<file path="src/rtl/msx_slot_master.sv">
// MSX cartridge slot bus initiator: turns single-byte valid/ready requests into
// Z80-style I/O or memory cycles on the slot pins, with WAIT extension and timeout.
module msx_slot_master #(
    parameter int unsigned SETUP_CYCLES  = 3,
    parameter int unsigned STROBE_CYCLES = 12,
    parameter int unsigned HOLD_CYCLES   = 3,
    parameter int unsigned WAIT_TIMEOUT  = 1023
) (
    input  logic        clk,
    input  logic        reset,
    input  logic [15:0] bus_address,
    input  logic        bus_ioreq,
    input  logic        bus_write,
    input  logic        bus_valid,
    output logic        bus_ready,
    input  logic [7:0]  bus_wdata,
    output logic [7:0]  bus_rdata,
    output logic        bus_rdata_en,
    output logic [15:0] p_slot_address,
    output logic        p_slot_iorq_n,
    output logic        p_slot_mreq_n,
    output logic        p_slot_rd_n,
    output logic        p_slot_wr_n,
    output logic [7:0]  p_slot_data_out,
    output logic        p_slot_data_oe,
    input  logic [7:0]  p_slot_data_in,
    input  logic        p_slot_wait,
    output logic        p_timeout
);

    typedef enum logic [1:0] {
        ST_IDLE,
        ST_SETUP,
        ST_STROBE,
        ST_HOLD
    } state_t;

    localparam logic [7:0] SETUP_LAST  = 8'(SETUP_CYCLES - 1);
    localparam logic [7:0] STROBE_LAST = 8'(STROBE_CYCLES - 1);
    localparam logic [7:0] HOLD_LAST   = 8'(HOLD_CYCLES - 1);
    localparam logic [9:0] EXT_MAX     = 10'(WAIT_TIMEOUT);

    state_t      r_state,   w_state;
    logic [7:0]  r_phase,   w_phase;
    logic [9:0]  r_ext,     w_ext;
    logic        r_io,      w_io;
    logic        r_wr,      w_wr;
    logic        r_ready,   w_ready;
    logic [7:0]  r_rdata,   w_rdata;
    logic        r_rdata_en, w_rdata_en;
    logic [15:0] r_addr,    w_addr;
    logic        r_iorq_n,  w_iorq_n;
    logic        r_mreq_n,  w_mreq_n;
    logic        r_rd_n,    w_rd_n;
    logic        r_wr_n,    w_wr_n;
    logic [7:0]  r_dout,    w_dout;
    logic        r_oe,      w_oe;
    logic        r_timeout, w_timeout;
    logic        r_wait_meta;
    logic        r_wait_s;

    always_ff @(posedge clk or posedge reset) begin
        if (reset) begin
            r_state     <= ST_IDLE;
            r_phase     <= '0;
            r_ext       <= '0;
            r_io        <= 1'b0;
            r_wr        <= 1'b0;
            r_ready     <= 1'b0;
            r_rdata     <= 8'hFF;
            r_rdata_en  <= 1'b0;
            r_addr      <= '0;
            r_iorq_n    <= 1'b1;
            r_mreq_n    <= 1'b1;
            r_rd_n      <= 1'b1;
            r_wr_n      <= 1'b1;
            r_dout      <= '0;
            r_oe        <= 1'b0;
            r_timeout   <= 1'b0;
            r_wait_meta <= 1'b0;
            r_wait_s    <= 1'b0;
        end else begin
            r_state     <= w_state;
            r_phase     <= w_phase;
            r_ext       <= w_ext;
            r_io        <= w_io;
            r_wr        <= w_wr;
            r_ready     <= w_ready;
            r_rdata     <= w_rdata;
            r_rdata_en  <= w_rdata_en;
            r_addr      <= w_addr;
            r_iorq_n    <= w_iorq_n;
            r_mreq_n    <= w_mreq_n;
            r_rd_n      <= w_rd_n;
            r_wr_n      <= w_wr_n;
            r_dout      <= w_dout;
            r_oe        <= w_oe;
            r_timeout   <= w_timeout;
            r_wait_meta <= p_slot_wait;
            r_wait_s    <= r_wait_meta;
        end
    end

    always_comb begin
        w_state    = r_state;
        w_phase    = r_phase;
        w_ext      = r_ext;
        w_io       = r_io;
        w_wr       = r_wr;
        w_ready    = r_ready;
        w_rdata    = r_rdata;
        w_rdata_en = 1'b0;
        w_addr     = r_addr;
        w_iorq_n   = r_iorq_n;
        w_mreq_n   = r_mreq_n;
        w_rd_n     = r_rd_n;
        w_wr_n     = r_wr_n;
        w_dout     = r_dout;
        w_oe       = r_oe;
        w_timeout  = 1'b0;

        case (r_state)
            ST_IDLE: begin
                w_ready = 1'b1;
                if (bus_valid && r_ready) begin
                    w_io    = bus_ioreq;
                    w_wr    = bus_write;
                    w_addr  = bus_address;
                    w_oe    = bus_write;
                    if (bus_write) begin
                        w_dout = bus_wdata;
                    end
                    w_ready = 1'b0;
                    w_phase = '0;
                    w_ext   = '0;
                    w_state = ST_SETUP;
                end
            end
            ST_SETUP: begin
                if (r_phase == SETUP_LAST) begin
                    w_iorq_n = ~r_io;
                    w_mreq_n = r_io;
                    w_rd_n   = r_wr;
                    w_wr_n   = ~r_wr;
                    w_phase  = '0;
                    w_ext    = '0;
                    w_state  = ST_STROBE;
                end else begin
                    w_phase = r_phase + 8'd1;
                end
            end
            ST_STROBE: begin
                // Phase counter parks at its last value; the extension counter takes over.
                if (r_phase != STROBE_LAST) begin
                    w_phase = r_phase + 8'd1;
                end else if (!r_wait_s || r_ext == EXT_MAX) begin
                    w_iorq_n = 1'b1;
                    w_mreq_n = 1'b1;
                    w_rd_n   = 1'b1;
                    w_wr_n   = 1'b1;
                    w_timeout = r_wait_s;
                    if (!r_wr) begin
                        w_rdata    = r_wait_s ? 8'hFF : p_slot_data_in;
                        w_rdata_en = 1'b1;
                    end
                    w_phase = '0;
                    w_ext   = '0;
                    w_state = ST_HOLD;
                end else begin
                    w_ext = r_ext + 10'd1;
                end
            end
            ST_HOLD: begin
                if (r_phase == HOLD_LAST) begin
                    w_oe    = 1'b0;
                    w_ready = 1'b1;
                    w_phase = '0;
                    w_ext   = '0;
                    w_state = ST_IDLE;
                end else begin
                    w_phase = r_phase + 8'd1;
                end
            end
            default: begin
                w_state = ST_IDLE;
            end
        endcase
    end

    assign bus_ready       = r_ready;
    assign bus_rdata       = r_rdata;
    assign bus_rdata_en    = r_rdata_en;
    assign p_slot_address  = r_addr;
    assign p_slot_iorq_n   = r_iorq_n;
    assign p_slot_mreq_n   = r_mreq_n;
    assign p_slot_rd_n     = r_rd_n;
    assign p_slot_wr_n     = r_wr_n;
    assign p_slot_data_out = r_dout;
    assign p_slot_data_oe  = r_oe;
    assign p_timeout       = r_timeout;

endmodule

</file>
<file path="config.mk">
export PLATFORM = sky130hd
export DESIGN_NAME = msx_slot_master
export DESIGN_NICKNAME = d
export VERILOG_FILES = /design/src/rtl/msx_slot_master.sv
export SDC_FILE = /design/constraint.sdc
export NUM_CORES = 1
export LEC_CHECK = 0
export CAP_MARGIN = 20
export CORE_MARGIN = 1.5
export CORE_UTILIZATION = 40
export DETAILED_ROUTE_END_ITERATION = 6
export HOLD_SLACK_MARGIN = 0.02
export PLACE_DENSITY = 0.78
export SLEW_MARGIN = 20
export SYNTH_ARGS = -nofsm -noshare
export SYNTH_HDL_FRONTEND = slang
export SYNTH_SLANG_ARGS = --single-unit
</file>
<file path="constraint.sdc">
create_clock -name clk -period 3.28 [get_ports clk]
set_input_delay 0.492 -clock clk [delete_from_list [all_inputs] [get_ports clk]]
set_output_delay 0.492 -clock clk [all_outputs]
set_load 0.05 [all_outputs]
</file>
=== After elaboration in Yosys (flattened, before gate mapping) ===
Cells that the tools add are included.

* Logic and storage cells: 92
* Flip-flop bits (word level): 64
* Input bits: 38

* Equality and inequality tests: 13
* Bitwise operators: 3
* Reductions and logical operators: 16
* Muxes and demuxes: 40
* $add $sub $neg: 2

{| class="wikitable"
|+ Operators by type and width
! kind !! number
|-
| $mux W10 || 4
|-
| $mux W8 || 5
|-
| $pmux W10 S3 || 1
|-
| $pmux W8 S3 || 1
|-
| $mux W1 || 17
|-
| $pmux W1 S2 || 6
|-
| $add A10 B1 Y10 const B || 1
|-
| $eq A10 B10 Y1 const B || 1
|-
| $mux W2 || 5
|-
| $ne A2 B2 Y1 const B || 5
|-
| $reduce_and A3 Y1 || 3
|-
| $add A8 B1 Y8 const B || 1
|-
| $eq A8 B2 Y1 const B || 1
|-
| $ne A8 B4 Y1 const B || 1
|-
| $pmux W2 S4 || 1
|-
| $reduce_and A4 Y1 || 2
|-
| $reduce_and A2 Y1 || 3
|-
| $reduce_and A5 Y1 || 1
|-
| $eq A2 B2 Y1 const B || 2
|-
| $reduce_bool A2 Y1 || 2
|-
| $ne A3 B3 Y1 const B || 1
|-
| $not A1 Y1 || 3
|-
| $eq A2 B1 Y1 const B || 1
|-
| $logic_not A2 Y1 || 1
|-
| 5 further kinds || 5
|}

=== Logic depth before layout (Yosys ltp) ===
Gate-level depths: netlist (run 1).

* Depth after elaboration: 5
* Gate-level depth with buffers: 8
* Depth with buffers taken out: 7

=== Worst setup path before layout (run 1) ===
Ideal clock, no wire load.

* Path kind: register to register
* Start: register r_state[0]
* End: register r_addr[0], in the netlist p_slot_address[0]
* Setup slack: 1.408 ns
* Setup time: 0.125 ns
* Cell stages (with the launch flop): 7
* Data arrival time: 1.748 ns
* Path through: dfrtp_1 inv_1 ha_1 buf_2 nand3_1 clkbuf_1 mux2_2

* Cells in the longest elaborated chain, start to end: 2

{| class="wikitable"
|+ RTL lines
! item !! RTL line !! text
|-
| from (decl) || 43 || <nowiki>state_t r_state, w_state;</nowiki>
|-
| from (signal assigned) || 83 || <nowiki>r_state <= w_state;</nowiki>
|-
| $logic_not A2 Y1 || 122 || <nowiki>case (r_state)</nowiki>
|-
| $reduce_and A2 Y1 (no source line) || -- ||
|-
| to (signal assigned) || 91 || <nowiki>r_addr <= w_addr;</nowiki>
|-
| to (decl) || 51 || <nowiki>logic [15:0] r_addr, w_addr;</nowiki>
|}

No other way between the ends.
A chain may end at the register's enable or synchronous reset.

=== Worst setup path in the final report (run 1) ===
* Start: register r_state[0]
* End: register r_ext[2]

* Cells in the longest elaborated chain, start to end: 4
* Elaborated cells between the ends (all ways): 10
* Those cells by class: eq/ne (6); mux (1); reduce/logical (3)

{| class="wikitable"
|+ RTL lines
! item !! RTL line !! text
|-
| $eq A2 B2 Y1 or $eq A2 B1 Y1 (tied branches) || 122 ||
|-
| $reduce_or A2 Y1 (no source line) || -- ||
|-
| $ne A2 B1 Y1 (no source line) || -- ||
|-
| $reduce_and A3 Y1 (no source line) || -- ||
|-
| to (signal assigned) || 85 || <nowiki>r_ext <= w_ext;</nowiki>
|-
| to (decl) || 45 || <nowiki>logic [9:0] r_ext, w_ext;</nowiki>
|}

Parallel ways exist; a longest one is shown, timed or not.

==> results.json, run 1 <==
{
  "arrival_ns": 2.45,
  "maxSlewHeadroom": 0.436,
  "hold_viol": 0,
  "finalWirelength_um": 6210,
  "worstPathRequired_ns": 3.48,
  "htree_levels": 3,
  "start_util": 0.409,
  "finalNetCount": 370,
  "cp-end-kind": "flop",
  "nFillCells": 591,
  "synth_edf_count": 0,
  "ant_nets": 0,
  "fp.dieW_um": 88.6,
  "cts_inserted_buffers": 9,
  "clock_latency_ns": 0.34,
  "yosysSeqAreaShare": 0.551,
  "criticalPathCategory": "flop to flop",
  "drcViolationCount": 0,
  "yosys_warnings": 0,
  "ctsLongestPathBuffers": 2,
  "cts_setup_buffers": 0,
  "syn_nets": 286,
  "slew_violations": 0,
  "netlist_area_um2": 2930,
  "critical_path.max_stage_delay_ns": 0.43,
  "grt_max_degree": 36,
  "multiInputGateArea_um2": 1260,
  "hpwl_um": 4430,
  "ys_ff_latch": 64,
  "use_met3": 0.0513,
  "grt_busiest_layer": "met2",
  "yosysTopAreaCell": "dfrtp_1",
  "drv_cap": 0,
  "root_buffer": "clkbuf_8",
  "cts_tree": "done",
  "ir_worst_vdd_mv": 0.600,
  "synth_async_sr_flop_share": 1.00,
  "fin_area_um2": 4050,
  "ys.flop_type": "dfrtp_1",
  "rsz0062_at_grt": "false",
  "die_h_um": 88.6,
  "finalSetupViolCount": 0,
  "drtIter0Drc": 144,
  "fin_skew_ns": 0.00776,
  "cts_resized": 0,
  "die-area_um2": 7850,
  "pin_count": 78,
  "final.period_utilization": 0.684,
  "core_area_um2": 7180,
  "syn-mean-instance-area_um2": 12.2,
  "outcome": "finished, final reports clean",
  "critPathMaxFanout": 16,
  "fin_util": 0.564,
  "post_dp_cell_area_um2": 3830,
  "rows": 31,
  "path_cells": "inv_1 > ha_1 > a21boi_0 > nand3b_4 > or2_0 > o21ai_0",
  "setup-tns-final_ns": 0,
  "grt_use_met1": 0.223,
  "crit_slowest_cell": "a21boi_0",
  "diodes": 0,
  "first_pass_iters": 4,
  "grt_pass1_wl_um": 10200,
  "worst_pin_slew_ns": 0.843,
  "powerDensity_nw_per_um2": 949,
  "grt_pass1_vias": 2126,
  "cts_hold_buf": 0,
  "cp_top_family": "simple AND/OR/NAND/NOR gates",
  "hp-class": "flop to flop",
  "wl_per_cell_um": 14.5,
  "synth_area_leaders": "dfrtp_1 (44%), dfstp_2 (11%), mux2_2 (11%)",
  "drive_gt1_frac": 0.212,
  "via_per_inst": 5.17,
  "min_period_ns": 2.24,
  "path_clk_slew_ns": 0.07,
  "cts_sinks": 64,
  "antenna_found_initial": 0,
  "gp_congestion": 0.776,
  "area_growth_pct": 38.1,
  "ys_types": 46,
  "num_vias": 2216,
  "max_freq_ghz": 0.446,
  "synth_cells": 241,
  "synthDominantCellAreaShare": 0.444,
  "critPathLaunchType": "flop",
  "use_met2": 0.258,
  "ff_latch_area_um2": 1620,
  "leakagePower_nw": 1.68,
  "io_buffer_count": 77,
  "critPathBufInv": 1,
  "grtUsageTotal": 0.170,
  "grt.overflow.total": 0
}
[metrics by stage]
step	power [W]	hold slack (ns)	instances	worst slack [ns]
6_report	0.00385	0.354	429	1.04
5_1_grt	0.00404	0.367	429	0.851
4_1_cts	0.00387	0.355	429	1.02
3_5_place_dp	0.00310	0.341	413	1.01
3_3_place_gp	0.00305	0.332	413	1.04
2_1_floorplan	0.00251	0.331	241	1.21
[worst paths after layout]
path | start | end | slack (ns) | depth (start not counted)
setup reg to reg | r_state[0] | r_ext[2] | 1.04 | 6
max in group asynchronous | reset | p_slot_address[9] | 2.05 | 3
hold reg to reg | r_wait_meta | r_wait_s | 0.35 | 0
min in group asynchronous | reset | p_slot_data_out[7] | 0.62 | 2
setup / recovery | r_state[0] | r_ext[2] | 1.04 | 6
hold / removal | r_wait_meta | r_wait_s | 0.35 | 0
[logic make-up (layout without fill, tap and decap cells)]
group / Yosys count / after routing / share of synthesized area
xor gates and xnor gates: 1 / 1 / 0.00299
buffers and inverters: 14 / 103 / 0.0188
DFF: 64 / 64 / 0.551
muxes: 31 / 31 / 0.118
and+or+nand+nor: 71 / 71 / 0.139
adders and majority gates: 7 / 7 / 0.0299
AOI/OAI and AO/OA: 53 / 53 / 0.141
[report_power, final]
| part | total, W | internal [W] | switching, W |
|---|---|---|---|
| Combinational | 0.00188 | 0.000705 | 0.00117 |
| Sequential | 0.00120 | 0.00104 | 0.000158 |
| Clock | 0.000765 | 0.000469 | 0.000296 |
[cell usage in the layout (no fill, tap or decap), types with 2 or more instances in the layout]
| cell type | Yosys | final |
|---|---|---|
| o21ai_0 | 18 | 18 |
| nand2_1 | 22 | 22 |
| mux2_2 | 28 | 28 |
| mux2i_1 | 3 | 3 |
| dfstp_2 | 12 | 12 |
| o22a_1 | 8 | 8 |
| inv_1 | 9 | 8 |
| and3_1 | 2 | 2 |
| nor2b_1 | 4 | 4 |
| clkbuf_1 | 3 | 2 |
| o31ai_1 | 5 | 5 |
| nand4_2 | 2 | 2 |
| dfrtp_1 | 52 | 52 |
| nor3_4 | 2 | 2 |
| a21o_1 | 2 | 2 |
| a21oi_1 | 2 | 2 |
| nand4_1 | 2 | 2 |
| clkbuf_8 | 0 | 11 |
| nand3_1 | 12 | 12 |
| or4_1 | 3 | 3 |
| nor3_1 | 3 | 3 |
| ha_1 | 7 | 7 |
| bufinv_16 | 0 | 2 |
| a31oi_1 | 2 | 2 |
| a22o_1 | 4 | 4 |
| clkdlybuf4s50_1 | 0 | 77 |
| nor2_1 | 11 | 11 |
[layer usage]
metal	part of all wire	up-vias
met5	0	-
met4	0.011	0
met3	0.070	7
met2	0.49	62
met1	0.43	1098
li1	-	1049
[synth_stat cells (2+ instances only)]
master     n
dfrtp_1   52
mux2_2    28
nand2_1   22
o21ai_0   18
dfstp_2   12
nand3_1   12
nor2_1    11
inv_1      9
o22a_1     8
ha_1       7
o31ai_1    5
a22o_1     4
nor2b_1    4
clkbuf_1   3
mux2i_1    3
nor3_1     3
or4_1      3
a21o_1     2
a21oi_1    2
a31oi_1    2
and3_1     2
buf_2      2
nand4_1    2
nand4_2    2
nor3_4     2
[registers in the layout (all words and copies together), names as in the netlist, 2 cells and up]
signal and count:
bus_rdata 8, p_slot_address 16, p_slot_data_out 8, r_ext 10, r_phase 8, r_state 2
[area by class of cell]
| cell class | count | area share |
|---|---|---|
| multi-input cells | 163 | 0.311 |
| well taps | 99 | 0.0306 |
| clock inverters | 3 | 0.0161 |
| inverters | 9 | 0.00834 |
| clock buffers | 13 | 0.0392 |
| repair buffers | 78 | 0.195 |
| flip-flops and latches | 64 | 0.399 |
(Power assumes the default switching activity.)
==> inputs of run 2 (changes only) <==
==> constraint.sdc (replaced) <==
create_clock -name clk -period 2.1 [get_ports clk]
set_input_delay 0.315 -clock clk [delete_from_list [all_inputs] [get_ports clk]]
set_output_delay 0.315 -clock clk [all_outputs]
set_load 0.05 [all_outputs]
==> results.json, run 2 (synthesis results as in run 1) <==
{
  "rows": 31,
  "finalNetCount": 384,
  "outcome": "finished, final reports clean",
  "worst_pin_slew_ns": 0.527,
  "instances_no_fill": 443,
  "largest_register_ffs": 16,
  "powerDensity_nw_per_um2": 1470,
  "crit_slowest_cell": "clkdlybuf4s50_1",
  "ctsLongestPathBuffers": 2,
  "final_common_cell": "clkdlybuf4s50_1",
  "min_period_ns": 2.01,
  "startpoint": "p_slot_iorq_n",
  "cts_inserted_buffers": 9,
  "num_vias": 2253,
  "whs_ns": 0.352,
  "worstPathRequired_ns": 1.78,
  "final.period_utilization": 0.958,
  "wl_per_cell_um": 14.2,
  "antenna_found_initial": 0,
  "drv_cap": 0,
  "start_util": 0.409,
  "cp_top_family": "buffers and inverters",
  "grt_max_degree": 65,
  "fp.dieW_um": 88.6,
  "arrival_ns": 1.70,
  "pin_count": 78,
  "ir_worst_vdd_mv": 0.938,
  "htree_levels": 3,
  "gp_congestion": 0.817,
  "critPathBufInv": 1,
  "io_buffer_count": 77,
  "hp-class": "input port to asynchronous set/reset pin",
  "hpwl_um": 4470,
  "drcViolationCount": 0,
  "die_h_um": 88.6,
  "leakagePower_nw": 1.75,
  "maxSlewHeadroom": 0.647,
  "ant_nets": 0,
  "grt.overflow.total": 0,
  "criticalPathCategory": "flop to output port",
  "critPathMaxFanout": 2,
  "regToRegSetupSlack_ns": 0.15,
  "cts_hold_buf": 0,
  "drtIter0Drc": 167,
  "hold_viol": 0,
  "finalWirelength_um": 6290,
  "finalSetupViolCount": 0,
  "first_pass_iters": 4,
  "cp-end-kind": "output port",
  "critPathLaunchType": "flop",
  "worstReg2RegStart": "r_state[0]",
  "grtUsageTotal": 0.172,
  "dp_cells": 424,
  "max_freq_ghz": 0.497,
  "critical_path.max_stage_delay_ns": 0.82,
  "clock_latency_ns": 0.34,
  "path_clk_slew_ns": 0.07,
  "diodes": 0,
  "area_growth_pct": 42.0,
  "die-area_um2": 7850,
  "cts_tree": "done",
  "via_per_inst": 5.09,
  "slew_violations": 0,
  "core_area_um2": 7180,
  "root_buffer": "clkbuf_8",
  "path_cells": "clkdlybuf4s50_1",
  "rsz0062_at_grt": "false",
  "layout_common_cells": "clkdlybuf4s50_1 (77), dfrtp_1 (52), mux2_2 (28)",
  "cts_sinks": 64,
  "grt_pass1_vias": 2135,
  "fin_skew_ns": 0.00713,
  "drive_gt1_frac": 0.259,
  "grt_pass1_wl_um": 10200
}
run 2: cell count changes in the layout (fill, tap and decap cells not counted), moves of 2 or more:
| cell | previous run | this run |
|---|---|---|
| buf_4 | 0 | 14 |
| clkbuf_1 | 2 | 0 |
| clkbuf_8 | 11 | 9 |
| clkinv_4 | 0 | 2 |
run 2: through the flow:
stage | setup WS [ns] | utilization | cell area, um2 | total power, W | setup TNS (ns)
after global placement | 0.0941 | 0.545 | 3910 | 0.00487 | 0
final | 0.0884 | 0.580 | 4160 | 0.00610 | 0
after floorplan | 0.207 | - | 2930 | 0.00392 | 0
after detailed placement | -0.0124 | 0.545 | 3910 | 0.00494 | -0.0124
after CTS | 0.0725 | 0.576 | 4130 | 0.00613 | 0
after global routing | 0.00451 | 0.580 | 4160 | 0.00642 | 0
run 2: final timing paths:
kind | end | depth (start not counted)
max | p_slot_iorq_n | 1
max in group asynchronous | p_slot_mreq_n | 3
min reg2reg | r_wait_s | 0
max reg2reg | r_phase[0] | 7
min | p_slot_data_out[7] | 3
min in group clk | r_wait_s | 0
run 2: power by group:
group / internal (W) / total, W / leakage, nW / switching (W)
registers: 0.00163 / 0.00187 / 0.784 / 0.000241
logic: 0.00120 / 0.00307 / 0.853 / 0.00186
clock network: 0.000670 / 0.00117 / 0.111 / 0.000496
total: 0.00350 / 0.00610 / 1.75 / 0.00260
run 2: final cells by class:
class,instances,area [um2]
clock buffers,9,124
clock inverters,7,95.1
fillers,584,3010
inverters,9,33.8
multi-input cells,163,1270
flip-flops and latches,64,1620
well taps,99,124
repair buffers,92,896
run 2: layer usage:
layer	wire, um	track usage	up-vias
met3	429	0.0774	6
met2	2970	0.256	59
met5	0	0	-
li1	-	-	1078
met1	2840	0.226	1110
met4	51	0.0554	0
run 2: what timing repair did:
item | 4_1_cts | 5_1_grt
gates resized for setup | 1 | 4
gates cloned | 0 | 0
buffers inserted | 0 | 3
endpoints found under the setup margin | 1 | 14
pin swaps | 0 | 2
